**src/rtl/load_arbiter.sv**
```systemverilog
`default_nettype none
// ============================================================================
// Module   : load_arbiter
// Brief    : Round-robin arbiter that serializes imem/dmem byte writes and run
//            commands from NUM_REQ requesters onto the processor load channel.
//            Optional RUN watchdog is enabled by defining LOAD_ARB_TIMEOUT_EN.
// Revision : 1.0 - initial release
// ============================================================================
module load_arbiter #(
    parameter int NUM_REQ        = 4,
    parameter int GAP_CYCLES     = 2,
    parameter int TIMEOUT_CYCLES = 1024
) (
    input  logic                   clk,
    input  logic                   rst,
    input  logic [NUM_REQ-1:0]     req,
    input  logic [2*NUM_REQ-1:0]   cmd,
    input  logic [4*NUM_REQ-1:0]   addr,
    input  logic [8*NUM_REQ-1:0]   wdata,
    output logic [NUM_REQ-1:0]     ack,
    output logic                   busy,
    output logic                   mosi_out,
    output logic [1:0]             mode_out,
    input  logic                   done_in,
    output logic                   timeout_err
);

    localparam int                 c_PTR_W    = $clog2(NUM_REQ);
    localparam logic [c_PTR_W-1:0] c_PTR_MAX  = c_PTR_W'(NUM_REQ - 1);
    localparam logic [c_PTR_W:0]   c_NUM      = (c_PTR_W + 1)'(NUM_REQ);
    localparam logic [NUM_REQ-1:0] c_ONE      = NUM_REQ'(1);
    localparam logic [3:0]         c_GAP_LAST = 4'(GAP_CYCLES - 1);

    localparam logic [2:0] c_IDLE = 3'd0;
    localparam logic [2:0] c_SEND = 3'd1;
    localparam logic [2:0] c_GAP  = 3'd2;
    localparam logic [2:0] c_RUN  = 3'd3;
    localparam logic [2:0] c_DONE = 3'd4;

    if (NUM_REQ < 2 || NUM_REQ > 8 || GAP_CYCLES < 1 || GAP_CYCLES > 15 ||
        TIMEOUT_CYCLES < 3) begin : g_bad_params
        $error("load_arbiter: parameter out of legal range");
    end

    logic [2:0]         r_state;
    logic               r_busy;
    logic [NUM_REQ-1:0] r_ack;
    logic               r_mosi;
    logic [1:0]         r_mode;
    logic [c_PTR_W-1:0] r_ptr;
    logic [3:0]         r_addr;
    logic [7:0]         r_wdata;
    logic [3:0]         r_bitcnt;
    logic               r_phase;
    logic [3:0]         r_gap_cnt;
    logic [1:0]         r_run_cnt;

    logic               w_found;
    logic [c_PTR_W-1:0] w_win;
    logic [c_PTR_W:0]   w_sum;
    logic [1:0]         w_cmd_sel;
    logic [3:0]         w_addr_sel;
    logic [7:0]         w_wdata_sel;
    logic [12:0]        w_frame;
    logic               w_run_done;

    // Search begins just after the last winner and wraps modulo NUM_REQ.
    always_comb begin
        w_found = 1'b0;
        w_win   = r_ptr;
        w_sum   = '0;
        for (int i = 1; i <= NUM_REQ; i++) begin
            w_sum = {1'b0, r_ptr} + (c_PTR_W + 1)'(i);
            if (w_sum >= c_NUM) begin
                w_sum = w_sum - c_NUM;
            end
            if (!w_found && req[w_sum[c_PTR_W-1:0]]) begin
                w_found = 1'b1;
                w_win   = w_sum[c_PTR_W-1:0];
            end
        end
    end

    always_comb begin
        w_cmd_sel   = 2'b00;
        w_addr_sel  = 4'h0;
        w_wdata_sel = 8'h00;
        for (int k = 0; k < NUM_REQ; k++) begin
            if (w_win == c_PTR_W'(k)) begin
                w_cmd_sel   = cmd[2*k +: 2];
                w_addr_sel  = addr[4*k +: 4];
                w_wdata_sel = wdata[8*k +: 8];
            end
        end
    end

    assign w_frame    = {1'b0, r_wdata, r_addr};
    // The first two RUN cycles give the processor time to settle its mode.
    assign w_run_done = (r_run_cnt == 2'd2) && done_in;

`ifdef LOAD_ARB_TIMEOUT_EN
    localparam int             c_TO_W    = $clog2(TIMEOUT_CYCLES + 1);
    localparam logic [c_TO_W-1:0] c_TO_LAST = c_TO_W'(TIMEOUT_CYCLES - 1);
    logic [c_TO_W-1:0] r_to_cnt;
    logic              r_timeout_err;
    assign timeout_err = r_timeout_err;
`else
    assign timeout_err = 1'b0;
`endif

    always_ff @(posedge clk or posedge rst) begin
        if (rst) begin
            r_state   <= c_IDLE;
            r_busy    <= 1'b0;
            r_ack     <= '0;
            r_mosi    <= 1'b0;
            r_mode    <= 2'b00;
            r_ptr     <= c_PTR_MAX;
            r_addr    <= 4'h0;
            r_wdata   <= 8'h00;
            r_bitcnt  <= 4'd0;
            r_phase   <= 1'b0;
            r_gap_cnt <= 4'd0;
            r_run_cnt <= 2'd0;
`ifdef LOAD_ARB_TIMEOUT_EN
            r_to_cnt      <= '0;
            r_timeout_err <= 1'b0;
`endif
        end else begin
            r_ack <= '0;
            case (r_state)
                c_IDLE: begin
                    if (w_found) begin
                        r_ptr     <= w_win;
                        r_addr    <= w_addr_sel;
                        r_wdata   <= w_wdata_sel;
                        r_busy    <= 1'b1;
                        r_bitcnt  <= 4'd0;
                        r_phase   <= 1'b0;
                        r_run_cnt <= 2'd0;
`ifdef LOAD_ARB_TIMEOUT_EN
                        r_to_cnt  <= '0;
`endif
                        case (w_cmd_sel)
                            2'b01, 2'b10: begin
                                r_state <= c_SEND;
                                r_mode  <= w_cmd_sel;
                                r_mosi  <= w_addr_sel[0];
                            end
                            2'b11: begin
                                r_state <= c_RUN;
                                r_mode  <= 2'b11;
                                r_mosi  <= 1'b0;
                            end
                            default: begin
                                r_state <= c_DONE;
                                r_ack   <= c_ONE << w_win;
                            end
                        endcase
                    end
                end
                c_SEND: begin
                    if (!r_phase) begin
                        r_phase <= 1'b1;
                    end else begin
                        r_phase <= 1'b0;
                        if (r_bitcnt == 4'd12) begin
                            r_state   <= c_GAP;
                            r_mode    <= 2'b00;
                            r_mosi    <= 1'b0;
                            r_gap_cnt <= 4'd0;
                        end else begin
                            r_bitcnt <= r_bitcnt + 4'd1;
                            r_mosi   <= w_frame[r_bitcnt + 4'd1];
                        end
                    end
                end
                c_GAP: begin
                    if (r_gap_cnt == c_GAP_LAST) begin
                        r_state <= c_DONE;
                        r_ack   <= c_ONE << r_ptr;
                    end else begin
                        r_gap_cnt <= r_gap_cnt + 4'd1;
                    end
                end
                c_RUN: begin
                    if (r_run_cnt != 2'd2) begin
                        r_run_cnt <= r_run_cnt + 2'd1;
                    end
                    if (w_run_done) begin
                        r_state <= c_DONE;
                        r_mode  <= 2'b00;
                        r_ack   <= c_ONE << r_ptr;
                    end
`ifdef LOAD_ARB_TIMEOUT_EN
                    else if (r_to_cnt == c_TO_LAST) begin
                        r_state       <= c_DONE;
                        r_mode        <= 2'b00;
                        r_ack         <= c_ONE << r_ptr;
                        r_timeout_err <= 1'b1;
                    end else begin
                        r_to_cnt <= r_to_cnt + 1'b1;
                    end
`endif
                end
                c_DONE: begin
                    r_state <= c_IDLE;
                    r_busy  <= 1'b0;
                end
                default: begin
                    r_state <= c_IDLE;
                    r_busy  <= 1'b0;
                    r_mode  <= 2'b00;
                    r_mosi  <= 1'b0;
                end
            endcase
        end
    end

    assign ack      = r_ack;
    assign busy     = r_busy;
    assign mosi_out = r_mosi;
    assign mode_out = r_mode;

endmodule
`default_nettype wire
```
**config.mk**
```make
export PLATFORM = sky130hd
export DESIGN_NAME = load_arbiter
export DESIGN_NICKNAME = d
export VERILOG_FILES = /design/src/rtl/load_arbiter.sv
export SDC_FILE = /design/constraint.sdc
export NUM_CORES = 1
export LEC_CHECK = 0
export CORE_MARGIN = 2
export CORE_UTILIZATION = 41
export CTS_BUF_LIST = sky130_fd_sc_hd__clkbuf_8
export CTS_CLUSTER_SIZE = 16
export DETAILED_ROUTE_END_ITERATION = 8
export HOLD_SLACK_MARGIN = 0.15
export PLACE_DENSITY = 0.69
export SKIP_LAST_GASP = 1
export SLEW_MARGIN = 0
export SYNTH_ARGS = -nofsm -noshare
export SYNTH_HDL_FRONTEND = slang
export SYNTH_SLANG_ARGS = --single-unit
```
**constraint.sdc**
```tcl
create_clock -name clk -period 5.68 [get_ports clk]
set_clock_uncertainty 0.05 [all_clocks]
set_input_delay 1.136 -clock clk [delete_from_list [all_inputs] [get_ports clk]]
set_output_delay 1.136 -clock clk [all_outputs]
set_load 0.005 [all_outputs]
```
==> impl_metrics.json <==
{
  "syn_to_final_growth_pct": 30.41,
  "die_x_um": 86.55,
  "slowest_delay_ns": 0.57,
  "path_cells": "clkdlybuf4s50_1, mux4_2, nand2b_4, a21oi_1, o22a_1, buf_4, mux2_4, inv_1, ha_1, o21ai_1, or3_1, a21oi_1, nor2_1, mux2i_1, a21oi_2",
  "power.total_uw": 2212,
  "fillers": 600,
  "nets": 433,
  "core_um2": 6681,
  "syn_nets": 371,
  "antenna_cells": 0,
  "setup_slack_ns": 1.222,
  "worst_pin_slew_ns": 0.8637,
  "dpl.hpwl_mm": 4.356,
  "synth_adder_area_share_pct": 5.374,
  "finalCriticalPeriod_ns": 4.458,
  "syn-cell-area_um2": 2794,
  "max_slew_margin_pct": 42.28,
  "cts_resized": 0,
  "fin_tns_setup_ns": 0,
  "synth_flop_cell": "dfrtp_1",
  "cts_root_buf": "clkbuf_8",
  "drive_above_1_share_pct": 12.26,
  "cts.sinks": 36,
  "wl_mm": 5.679,
  "yosysSeqAreaShare_pct": 32.33,
  "synthCells": 296,
  "placedCellCount": 431,
  "drt_pass1_iterations": 4,
  "fmaxAchievable_mhz": 224.3,
  "rows": 30,
  "async_flop_share_pct": 100.0,
  "critical_path_arrival_ns": 4.59,
  "power.leakage_uw": 0.001588,
  "setup_viol_count_final": 0,
  "vias": 2319,
  "routed_via_density": 5.282,
  "rrSetupSlack_ns": 1.54,
  "finalCritPeriodShare_pct": 78.48,
  "rsz0062_at_grt": "no",
  "endpoint_kind": "flip-flop",
  "muxShareOfSynthArea_pct": 23.02,
  "cts.clk_slew.worst_paths_ns": 0.07,
  "postPlaceCellArea_um2": 3485,
  "grt_pass1_wl_mm": 9.770,
  "synth_compound_area_share_pct": 14.91,
  "final_cell_mix": "clkdlybuf4s50_1 (70), nand2_1 (36), mux2i_1 (34), dfrtp_1 (34), o21ai_0 (23)",
  "crit_path_frequent_cell": "a21oi_1",
  "cp.required_ns": 5.81,
  "worstSetupStartpointType": "input pin",
  "power.density_nw_per_um2": 607.0,
  "layout_commonest_cell": "clkdlybuf4s50_1",
  "synth-xor-area-share_pct": 2.553,
  "maxSlewViolCount": 0,
  "numCtsBuffers": 5,
  "critPathSlowestCell": "clkdlybuf4s50_1",
  "vdd_ir_drop_max_mv": 0.4060,
  "pre_cts_ws_ns": 0.9314,
  "seq_area_um2": 903.4,
  "worst-path-max-fanout": 19,
  "cap_violations": 0,
  "hold_viol": 0,
  "cts_tree": "built",
  "antenna_found_initial": 0,
  "die_h_um": 86.55,
  "drc": 0,
  "grt_max_degree": 37,
  "yosys_warnings": 0,
  "hold_class": "flip-flop to flip-flop",
  "multiInputGateArea_um2": 1705,
  "place.gp.congestion": 0.8526,
  "grt_overflow": 0,
  "port_buffers": 70,
  "h-tree-depth": 2,
  "fin_area_um2": 3643,
  "critPathKind": "input pin to flip-flop",
  "wl_per_cell_um": 12.94,
  "synth_simple_gate_area_share_pct": 15.05,
  "cts-hold-fix-buffers": 0,
  "grt_pass1_vias": 2211,
  "synth_top_family_by_area": "multiplexers",
  "antenna_left": 0,
  "status": "finished, final reports clean",
  "clock_latency_ns": 0.29,
  "layoutNonFillerInstCount": 439,
  "dieArea_um2": 7491,
  "clockBufferDepth": 2,
  "initial_core_util_pct": 41.82,
  "cts_setup_buffers": 0,
  "ys_types": 52,
  "synth-edff-count": 0,
  "syn_avg_cell_area_um2": 9.439,
  "num_io_pins": 72,
  "synth-seq-cells": 36,
  "track_usage_pct": 16.18,
  "drt_iter0_drc": 68
}
sequential cells by signal (all words and copies together) (netlist names):
name / cells
r_wdata: 8
ack: 4
r_addr: 4
r_bitcnt: 4
r_gap_cnt: 4
r_state: 3
mode_out: 2
r_ptr: 2
r_run_cnt: 2
busy: 1
mosi_out: 1
r_phase: 1
where the power goes:
group | switching [uW] | internal [uW] | total (uW)
Combinational | 689 | 727 | 1420
Sequential | 119 | 362 | 481
Clock | 95.2 | 220 | 315
final timing paths:
kind                            cells past startpoint            to    startpoint
worst min register to register                      1  r_gap_cnt[3]  r_gap_cnt[3]
worst max register to register                     16   mode_out[1]      r_ptr[0]
worst min-delay path                                1  r_gap_cnt[3]  r_gap_cnt[3]
max in group asynchronous                           3      r_ptr[0]           rst
worst max-delay path                               15   mode_out[1]        req[1]
min in group asynchronous                           3   r_bitcnt[2]           rst
cell families (layout without fill, tap and decap cells):
kind of cell	Yosys count	in the layout
AND/OR/NAND/NOR	87	87
buffers and inverters	32	95
multiplexers	55	55
other	1	1
XOR/XNOR	6	6
flip-flops	36	36
adder cells (fa/ha/maj)	12	12
AO/OA/AOI/OAI	67	67
per-layer routing:
| layer | up-vias | track usage [%] | part of all wire, % |
|---|---|---|---|
| met3 | 9 | 3.619 | 5.1 |
| li1 | 1183 | - | - |
| met1 | 1061 | 21.14 | 47 |
| met2 | 66 | 25.87 | 46 |
| met5 | - | 0 | 0 |
| met4 | 0 | 6.818 | 2.1 |
cells in the mapped netlist, types with 2 or more instances:
library cell  number  share of area (%)
a21oi_1           10                1.8
a22o_1             2               0.63
a31oi_1            2               0.45
buf_2              3               0.54
buf_4              3               0.81
buf_6              3                1.2
clkbuf_1           7               0.94
dfrtp_1           34                 30
dfstp_2            2                1.9
ha_1              12                5.4
inv_1             14                1.9
mux2_2            11                4.4
mux2_4             5                2.7
mux2i_1           34                 12
mux4_2             4                3.2
nand2_1           36                4.8
nand2b_1           3               0.67
nand2b_4           2               0.99
nand3_1           10                1.8
nand4_1            3               0.67
nor2_1            16                2.1
nor3_1             5               0.90
o211ai_1           2               0.54
o21ai_0           23                4.1
o21ai_1            8                1.4
o21ai_2            4                1.3
o22a_1             2               0.63
o22ai_1            3               0.67
o31ai_1            3               0.81
or3_1              5                1.1
xnor2_1            3               0.94
xor2_1             2               0.63
final cells by class:
cell class                 instances  area share, %
inverter                          14          1.442
tap                               80          2.747
multi-input combinational        228          46.81
sequential                        36          24.79
timing repair buffer              73          19.85
clock buffer                       5          1.889
clock inverter                     3          2.473
per-stage QoR:
| stage | hold WS, ns | utilization (%) |
|---|---|---|
| CTS | 0.4335 | 54.53 |
| detailed placement | 0.4227 | 52.15 |
| floorplan | 0.3928 | - |
| global route | 0.4520 | 54.53 |
| finish | 0.4369 | 54.53 |
| global placement | 0.4162 | 52.15 |
worst max-delay path, delay by kind of cell:
kind                     cells  cell delay (ns)
multiplexers                 3             1.16
AND/OR/NAND/NOR              3             0.58
adder cells (fa/ha/maj)      1             0.21
buffers and inverters        3             0.89
AO/OA/AOI/OAI                5             0.60
Note: power is estimated with default switching activity, not from simulation.
